--- config.mk ---
export PLATFORM = sky130hd
export DESIGN_NAME = uart_alu_interface_flat
export DESIGN_NICKNAME = d
export VERILOG_FILES = /design/src/rtl/uart_alu_interface_if.sv /design/src/rtl/uart_alu_interface.sv /design/src/flat_wrapper.sv
export SDC_FILE = /design/constraint.sdc
export NUM_CORES = 1
export LEC_CHECK = 0
export CELL_PAD_IN_SITES_DETAIL_PLACEMENT = 2
export CELL_PAD_IN_SITES_GLOBAL_PLACEMENT = 2
export CORE_MARGIN = 5
export CORE_UTILIZATION = 26
export DETAILED_ROUTE_END_ITERATION = 10
export PLACE_DENSITY = 0.82
export SLEW_MARGIN = 40
export SYNTH_ARGS = -nofsm -noshare
export SYNTH_HDL_FRONTEND = slang
export SYNTH_SLANG_ARGS = --single-unit
--- constraint.sdc ---
create_clock -name clk -period 1.8 [get_ports clk]
set_input_delay 0.36 -clock clk [delete_from_list [all_inputs] [get_ports clk]]
set_output_delay 0.36 -clock clk [all_outputs]
set_load 0.005 [all_outputs]
--- src/rtl/uart_alu_interface_if.sv ---
// Signal bundle between the UART/ALU environment and the uart_alu_interface sequencer.
// master: environment side (uart_rx, ALU, uart_tx); slave: the sequencer itself.
interface uart_alu_interface_if #(
    parameter int DATA_BITS = 8,
    parameter int OP_BITS   = 6
);
    logic                 rx_done;
    logic [DATA_BITS-1:0] rx_data;
    logic [DATA_BITS-1:0] alu_result;
    logic                 tx_done;
    logic [DATA_BITS-1:0] alu_a;
    logic [DATA_BITS-1:0] alu_b;
    logic [OP_BITS-1:0]   alu_op;
    logic                 tx_start;
    logic [DATA_BITS-1:0] tx_data;
    logic                 busy;

    modport master (
        output rx_done, rx_data, alu_result, tx_done,
        input  alu_a, alu_b, alu_op, tx_start, tx_data, busy
    );

    modport slave (
        input  rx_done, rx_data, alu_result, tx_done,
        output alu_a, alu_b, alu_op, tx_start, tx_data, busy
    );
endinterface

--- src/rtl/uart_alu_interface.sv ---
// Sequencer: collects A, B, opcode bytes from uart_rx, drives the ALU, sends the result to uart_tx.
// Optional macro UART_ALU_FLAGS_EN adds a second tx byte per command carrying {sign, 0..., zero}.
//
// state        | meaning
// WAIT_A       | idle, waiting for operand A byte
// WAIT_B       | waiting for operand B byte
// WAIT_OP      | waiting for opcode byte
// CALC         | one cycle for the ALU to settle
// SEND         | latch result into tx_data, pulse tx_start
// WAIT_TX      | waiting for uart_tx to finish the result byte
// WAIT_FLAGS   | waiting for uart_tx to finish the flags byte (UART_ALU_FLAGS_EN only)
module uart_alu_interface #(
    parameter int DATA_BITS = 8,
    parameter int OP_BITS   = 6
) (
    input  logic                       clk,
    input  logic                       reset,
    uart_alu_interface_if.slave        bus
);

`ifdef UART_ALU_FLAGS_EN
    typedef enum logic [2:0] {
        WAIT_A, WAIT_B, WAIT_OP, CALC, SEND, WAIT_TX, WAIT_FLAGS
    } state_t;
`else
    typedef enum logic [2:0] {
        WAIT_A, WAIT_B, WAIT_OP, CALC, SEND, WAIT_TX
    } state_t;
`endif

    state_t               state_q, state_d;
    logic [DATA_BITS-1:0] alu_a_q, alu_a_d;
    logic [DATA_BITS-1:0] alu_b_q, alu_b_d;
    logic [OP_BITS-1:0]   alu_op_q, alu_op_d;
    logic                 tx_start_q, tx_start_d;
    logic [DATA_BITS-1:0] tx_data_q, tx_data_d;
`ifdef UART_ALU_FLAGS_EN
    logic [DATA_BITS-1:0] flags_q, flags_d;
`endif

    always_ff @(posedge clk) begin
        if (reset) begin
            state_q    <= WAIT_A;
            alu_a_q    <= '0;
            alu_b_q    <= '0;
            alu_op_q   <= '0;
            tx_start_q <= 1'b0;
            tx_data_q  <= '0;
`ifdef UART_ALU_FLAGS_EN
            flags_q    <= '0;
`endif
        end else begin
            state_q    <= state_d;
            alu_a_q    <= alu_a_d;
            alu_b_q    <= alu_b_d;
            alu_op_q   <= alu_op_d;
            tx_start_q <= tx_start_d;
            tx_data_q  <= tx_data_d;
`ifdef UART_ALU_FLAGS_EN
            flags_q    <= flags_d;
`endif
        end
    end

    // rx_done outside the three collect states is dropped on purpose: there is no command queue.
    always_comb begin
        state_d    = state_q;
        alu_a_d    = alu_a_q;
        alu_b_d    = alu_b_q;
        alu_op_d   = alu_op_q;
        tx_start_d = 1'b0;
        tx_data_d  = tx_data_q;
`ifdef UART_ALU_FLAGS_EN
        flags_d    = flags_q;
`endif
        case (state_q)
            WAIT_A: if (bus.rx_done) begin
                alu_a_d = bus.rx_data;
                state_d = WAIT_B;
            end
            WAIT_B: if (bus.rx_done) begin
                alu_b_d = bus.rx_data;
                state_d = WAIT_OP;
            end
            WAIT_OP: if (bus.rx_done) begin
                alu_op_d = bus.rx_data[OP_BITS-1:0];
                state_d  = CALC;
            end
            CALC: state_d = SEND;
            SEND: begin
                tx_data_d  = bus.alu_result;
                tx_start_d = 1'b1;
`ifdef UART_ALU_FLAGS_EN
                flags_d    = {bus.alu_result[DATA_BITS-1], {(DATA_BITS-2){1'b0}},
                              (bus.alu_result == '0)};
`endif
                state_d    = WAIT_TX;
            end
`ifdef UART_ALU_FLAGS_EN
            WAIT_TX: if (bus.tx_done) begin
                tx_data_d  = flags_q;
                tx_start_d = 1'b1;
                state_d    = WAIT_FLAGS;
            end
            WAIT_FLAGS: if (bus.tx_done) state_d = WAIT_A;
`else
            WAIT_TX: if (bus.tx_done) state_d = WAIT_A;
`endif
            default: begin
                state_d    = WAIT_A;
                tx_start_d = 1'b0;
            end
        endcase
    end

    assign bus.alu_a    = alu_a_q;
    assign bus.alu_b    = alu_b_q;
    assign bus.alu_op   = alu_op_q;
    assign bus.tx_start = tx_start_q;
    assign bus.tx_data  = tx_data_q;
    assign bus.busy     = (state_q != WAIT_A);

endmodule

--- src/flat_wrapper.sv ---
// flat-port wrapper written by rule: the top's interface ports become plain ports
module uart_alu_interface_flat 
#(
    parameter int DATA_BITS = 8,
    parameter int OP_BITS   = 6
)
  (clk, reset, bus_rx_done, bus_rx_data, bus_alu_result, bus_tx_done, bus_alu_a, bus_alu_b, bus_alu_op, bus_tx_start, bus_tx_data, bus_busy);
  uart_alu_interface_if #(.DATA_BITS(DATA_BITS), .OP_BITS(OP_BITS)) bus_i ();
  input  logic clk;
  input  logic reset;
  input wire logic [$bits(bus_i.rx_done)-1:0] bus_rx_done;
  input wire logic [$bits(bus_i.rx_data)-1:0] bus_rx_data;
  input wire logic [$bits(bus_i.alu_result)-1:0] bus_alu_result;
  input wire logic [$bits(bus_i.tx_done)-1:0] bus_tx_done;
  output wire logic [$bits(bus_i.alu_a)-1:0] bus_alu_a;
  output wire logic [$bits(bus_i.alu_b)-1:0] bus_alu_b;
  output wire logic [$bits(bus_i.alu_op)-1:0] bus_alu_op;
  output wire logic [$bits(bus_i.tx_start)-1:0] bus_tx_start;
  output wire logic [$bits(bus_i.tx_data)-1:0] bus_tx_data;
  output wire logic [$bits(bus_i.busy)-1:0] bus_busy;
  assign bus_i.rx_done = bus_rx_done;
  assign bus_i.rx_data = bus_rx_data;
  assign bus_i.alu_result = bus_alu_result;
  assign bus_i.tx_done = bus_tx_done;
  assign bus_alu_a = bus_i.alu_a;
  assign bus_alu_b = bus_i.alu_b;
  assign bus_alu_op = bus_i.alu_op;
  assign bus_tx_start = bus_i.tx_start;
  assign bus_tx_data = bus_i.tx_data;
  assign bus_busy = bus_i.busy;
  uart_alu_interface #(.DATA_BITS(DATA_BITS), .OP_BITS(OP_BITS)) u_core (.clk(clk), .reset(reset), .bus(bus_i));
endmodule
* Yosys cells after proc, flatten, opt, wreduce, memory -nomap -nowiden
Index checks and enable logic that the tools add are counted.
** Operators by class
- Equal/unequal tests :: 9
- Reductions and logical operators :: 6
- Muxes and demuxes :: 6
** Operators by type and width (number)
- $pmux 3 s6 :: 1
- $mux 3 :: 4
- $ne 2x2->1 const B :: 4
- $eq 3x2->1 const B :: 2
- $eq 3x3->1 const B :: 2
- $reduce_and 2->1 :: 3
- $reduce_and 4->1 :: 1
- $eq 3x1->1 const B :: 1
- $logic_not 3->1 :: 1
- $reduce_bool 3->1 :: 1
- $mux 1 :: 1
** Word-level totals
- Output and inout port bits :: 32
- Word-level logic and storage cells :: 27
- Register bits :: 34

* Longest topological paths before layout
- Depth after elaboration :: 3
- Depth in mapped cells :: 5
- Mapped depth without buffers :: 3

* Worst setup path after synthesis
OpenSTA, ideal clock, no wires.
- Path type :: flip-flop to flip-flop
- Start point :: register u_core.state_q[2]
- End point :: register u_core.alu_b_q[5] (netlist: u_core.bus.alu_b[5])
- Stages on the path, launching flop included :: 6
- Path slack :: 0.598 ns
- Arrival :: 1.074 ns
- Period minus slack after synthesis :: 1.202 ns
- Setup time :: 0.128 ns
- Path buffers :: 2
- Path through :: dfxtp_1 -> buf_4 -> and4bb_2 -> buf_6 -> mux2i_1 -> nor2_1
** On the way
- Word-level cells in the longest chain between the ends :: 2
** RTL lines
- start, declared :: RTL line uart_alu_interface.sv:31 : state_t state_q, state_d;
- start signal, assigned :: RTL line uart_alu_interface.sv:53 : state_q <= state_d;
- $eq 3x1->1 :: RTL line uart_alu_interface.sv:76 : case (state_q)
- $reduce_and 2->1 (no source line)
- end signal, assigned :: RTL line uart_alu_interface.sv:55 : alu_b_q <= alu_b_d;
- end, declared :: RTL line uart_alu_interface.sv:33 : logic [DATA_BITS-1:0] alu_b_q, alu_b_d;
Every way passes these cells.
A chain may end at the register's enable or synchronous reset.

* Worst setup path in the final report
- Start point :: register u_core.state_q[2]
- End point :: output port bus_busy
** On the way
- Word-level cells in the longest chain between the ends :: 1
** RTL lines
- $reduce_bool 3->1 :: RTL line uart_alu_interface.sv:121 : assign bus.busy = (state_q != WAIT_A);
- end, declared :: RTL line flat_wrapper.sv:20 : output wire logic [$bits(bus_i.busy)-1:0] bus_busy;
Every way passes these cells.

==> impl_metrics.csv <==
group,metric,value,unit
clocking,cts-buffers-inserted,5,
timing,finalCriticalPeriod,1.592,ns
die,die_h,80.81,µm
critical_path,critPathMaxFanout,2,
synthesis,ys_seq_area_share,52.21,%
timing,fin_crit_sh,88.43,%
timing,fin_setup_tns,0,ns
die,chipWidth,80.81,µm
power_and_ir_drop,switchingPower,405.5,µW
hold_path,hp-class,"flop to flop",
power_and_ir_drop,p_clk_share,40.5,%
placement,gp_congestion,0.7161,
synthesis,synthesis.nets,151,
die,core-area,4786,µm²
final_layout,regArea,680.7,µm²
global_routing,grt_overflow,0,
critical_path,path_class,"flop to output port",
clocking,clk_pin_slew,0.07,ns
critical_path,worstPathCellList,"or3_1, dlygate4sd2_1",
critical_path,crit_path_start_kind,"flop",
detailed_routing,wl_per_cell,16.31,µm
final_layout,drive_above_1_share,9.730,%
detailed_routing,drt_iter0_markers,27,
global_routing,grt_start_max_net_pins,35,
clocking,post-cts-setup-buffer-count,0,
power_and_ir_drop,powerDensity,869.8,nW/µm²
synthesis,ys_ff_latch,34,
die,initial_core_util,27.24,%
power_and_ir_drop,power,1.722,mW
status,status,"complete, no violations",
final_layout,fin_util,41.36,%
timing,rsz0062_at_grt,"false",
clocking,cts_tree,"built",
timing,hold_viol_final,0,
critical_path,critPathTopFamily,"simple AND/OR/NAND/NOR gates",
detailed_routing,via_count,1113,
final_layout,syn_to_final_growth,51.82,%
final_layout,nFillCells,526,
power_and_ir_drop,p_leak,0.7075,nW
run,drv_cap,0,
placement,placed_cells,244,
final_layout,multi_input_area,551.8,µm²
critical_path,cp.arrival,1.23,ns
clocking,clk_path_buf_depth,2,
detailed_routing,drt_pass1_iterations,2,
power_and_ir_drop,internal_power,1.316,mW
clocking,clock-root-buffer,"clkbuf_8",
synthesis,syn_inst,131,
placement,io_buffers,51,
global_routing,grt_use_total,13.69,%
critical_path,cp-end-kind,"output port",
power_and_ir_drop,ir_worst_vdd,0.4528,mV
critical_path,worst_path_max_delay_cell,"or3_1",
clocking,cts_sinks,34,
final_layout,finalInstanceArea,1979,µm²
detailed_routing,remaining_drc_errors,0,
timing,fin_worst_skew,0.008981,ns
synthesis,yosysWarnings,0,
die,io_pins,52,
global_routing,grt_first_pass_wirelength,6.637,mm
timing,setup-violations-final,0,
critical_path,path_buf_inv,1,
power_and_ir_drop,power_frac_comb,13.2,%
global_routing,antenna_found_initial,0,
power_and_ir_drop,switching_share,23.56,%
die,die_area,6530,µm²
critical_path,slowest_delay,0.37,ns
synthesis,syn_area_per_cell,9.952,µm²
final_layout,finalNonFillerCells,252,
timing,fmax,628.3,MHz
timing,holdWs,0.4753,ns
clocking,clock_latency,0.29,ns
final_layout,final_net_count,204,
timing,final_max_slew_viol_count,0,
power_and_ir_drop,seqPwrFrac,46.3,%
detailed_routing,drt-vias-per-instance,4.417,
clocking,cts-htree-levels,2,
final_layout,antenna_cells,0,
die,rows,25,
detailed_routing,antenna_left,0,
global_routing,grt_pass1_vias,1300,
critical_path,required,1.44,ns
timing,fin_ws,0.2083,ns
placement,postPlaceCellArea,1872,µm²
placement,hpwl,3.145,mm
placement,post-place-ws,-0.1001,ns
timing,max_slew_margin,70.01,%
synthesis,syn_area,1304,µm²
synthesis,ys_types,19,
timing,worstMarginPinSlew,0.4480,ns
detailed_routing,drt_wl_total,4.110,mm
==> cell usage in the layout (no fill, tap or decap) <==
cell type,n
nor4b_4,1
nand2_1,17
nor4b_1,1
nor3b_2,1
dlygate4sd2_1,1
nand3b_1,1
bufinv_16,1
clkinv_2,2
a21oi_1,12
clkbuf_8,5
buf_4,6
nor3_1,1
clkdlybuf4s50_1,50
dfxtp_1,34
or3_1,1
and4bb_2,2
mux2i_1,23
nor2b_1,2
nor2_1,23
or4b_1,1
==> cell usage after synthesis (all sizes together) <==
library cell	number	area, µm²
buf	8	65.05
nand2	17	63.81
nor2b	2	12.51
nor3	1	5.000
clkbuf	3	11.26
and4bb	2	25.02
or4b	1	10.01
nand3b	1	7.510
dfxtp	34	680.7
nor4b	2	32.53
mux2i	23	230.2
a21oi	12	60.06
or3	1	6.260
nor2	23	86.33
nor3b	1	7.510
==> state kept, by name, summed over array words and instances, names as in the netlist <==
signal	cells
u_core.bus.alu_b	8
u_core.state_q	3
u_core.bus.tx_data	8
u_core.bus.alu_op	6
u_core.bus.tx_start	1
u_core.bus.alu_a	8
==> layer usage <==
metal,wire (µm),track usage [%],share of wire [%],vias up
met2,2181,24.55,53,32
met5,0,0,0,-
met3,274,4.989,6.7,8
li1,-,-,-,540
met1,1569,14.01,38,533
met4,84,6.588,2.0,0
==> cells by family (layout without fill, tap and decap cells) <==
| group | after synthesis | after routing | synth area share [%] |
|---|---|---|---|
| multiplexers | 23 | 23 | 17.66 |
| AO/OA/AOI/OAI | 12 | 12 | 4.607 |
| flip-flops | 34 | 34 | 52.21 |
| buffers and inverters | 11 | 65 | 5.853 |
| AND/OR/NAND/NOR | 51 | 51 | 19.67 |
==> layout make-up <==
| type | instances | share of cell area (%) |
|---|---|---|
| Sequential cell | 34 | 34.39 |
| Clock inverter | 3 | 2.023 |
| Timing Repair Buffer | 57 | 28.00 |
| Clock buffer | 5 | 3.477 |
| Tap cell | 67 | 4.235 |
| Multi-Input combinational cell | 86 | 27.88 |
==> what timing repair did <==
item / CTS / global route
gates resized for setup: 1 / 0
setup endpoints to repair: 1 / 0
hold buffers: 0 / 0
==> power by group through the flow <==
stage	Sequential (mW)	Combinational (mW)	Clock (mW)
after floorplan	0.814	0.102	0
after global placement	0.813	0.219	0
after detailed placement	0.815	0.233	0
after CTS	0.798	0.232	0.718
after global routing	0.800	0.247	0.760
final	0.797	0.227	0.698
==> worst register-to-register path: stages (launching register included) <==
cell and delay [ns]:
dfxtp_1 0.31, buf_4 0.17, or4b_1 0.68, nand2_1 0.15
a21oi_1 0.08
==> final timing paths <==
kind	start	to	slack, ns	depth (start not counted)
worst min register to register	u_core.bus.alu_a[3]	u_core.bus.alu_a[3]	0.48	2
worst max register to register	u_core.state_q[2]	u_core.bus.alu_a[1]	0.28	4
worst max-delay path	u_core.state_q[2]	bus_busy	0.21	2
worst min-delay path	u_core.bus.alu_a[3]	u_core.bus.alu_a[3]	0.48	2
(Power assumes the default switching activity.)
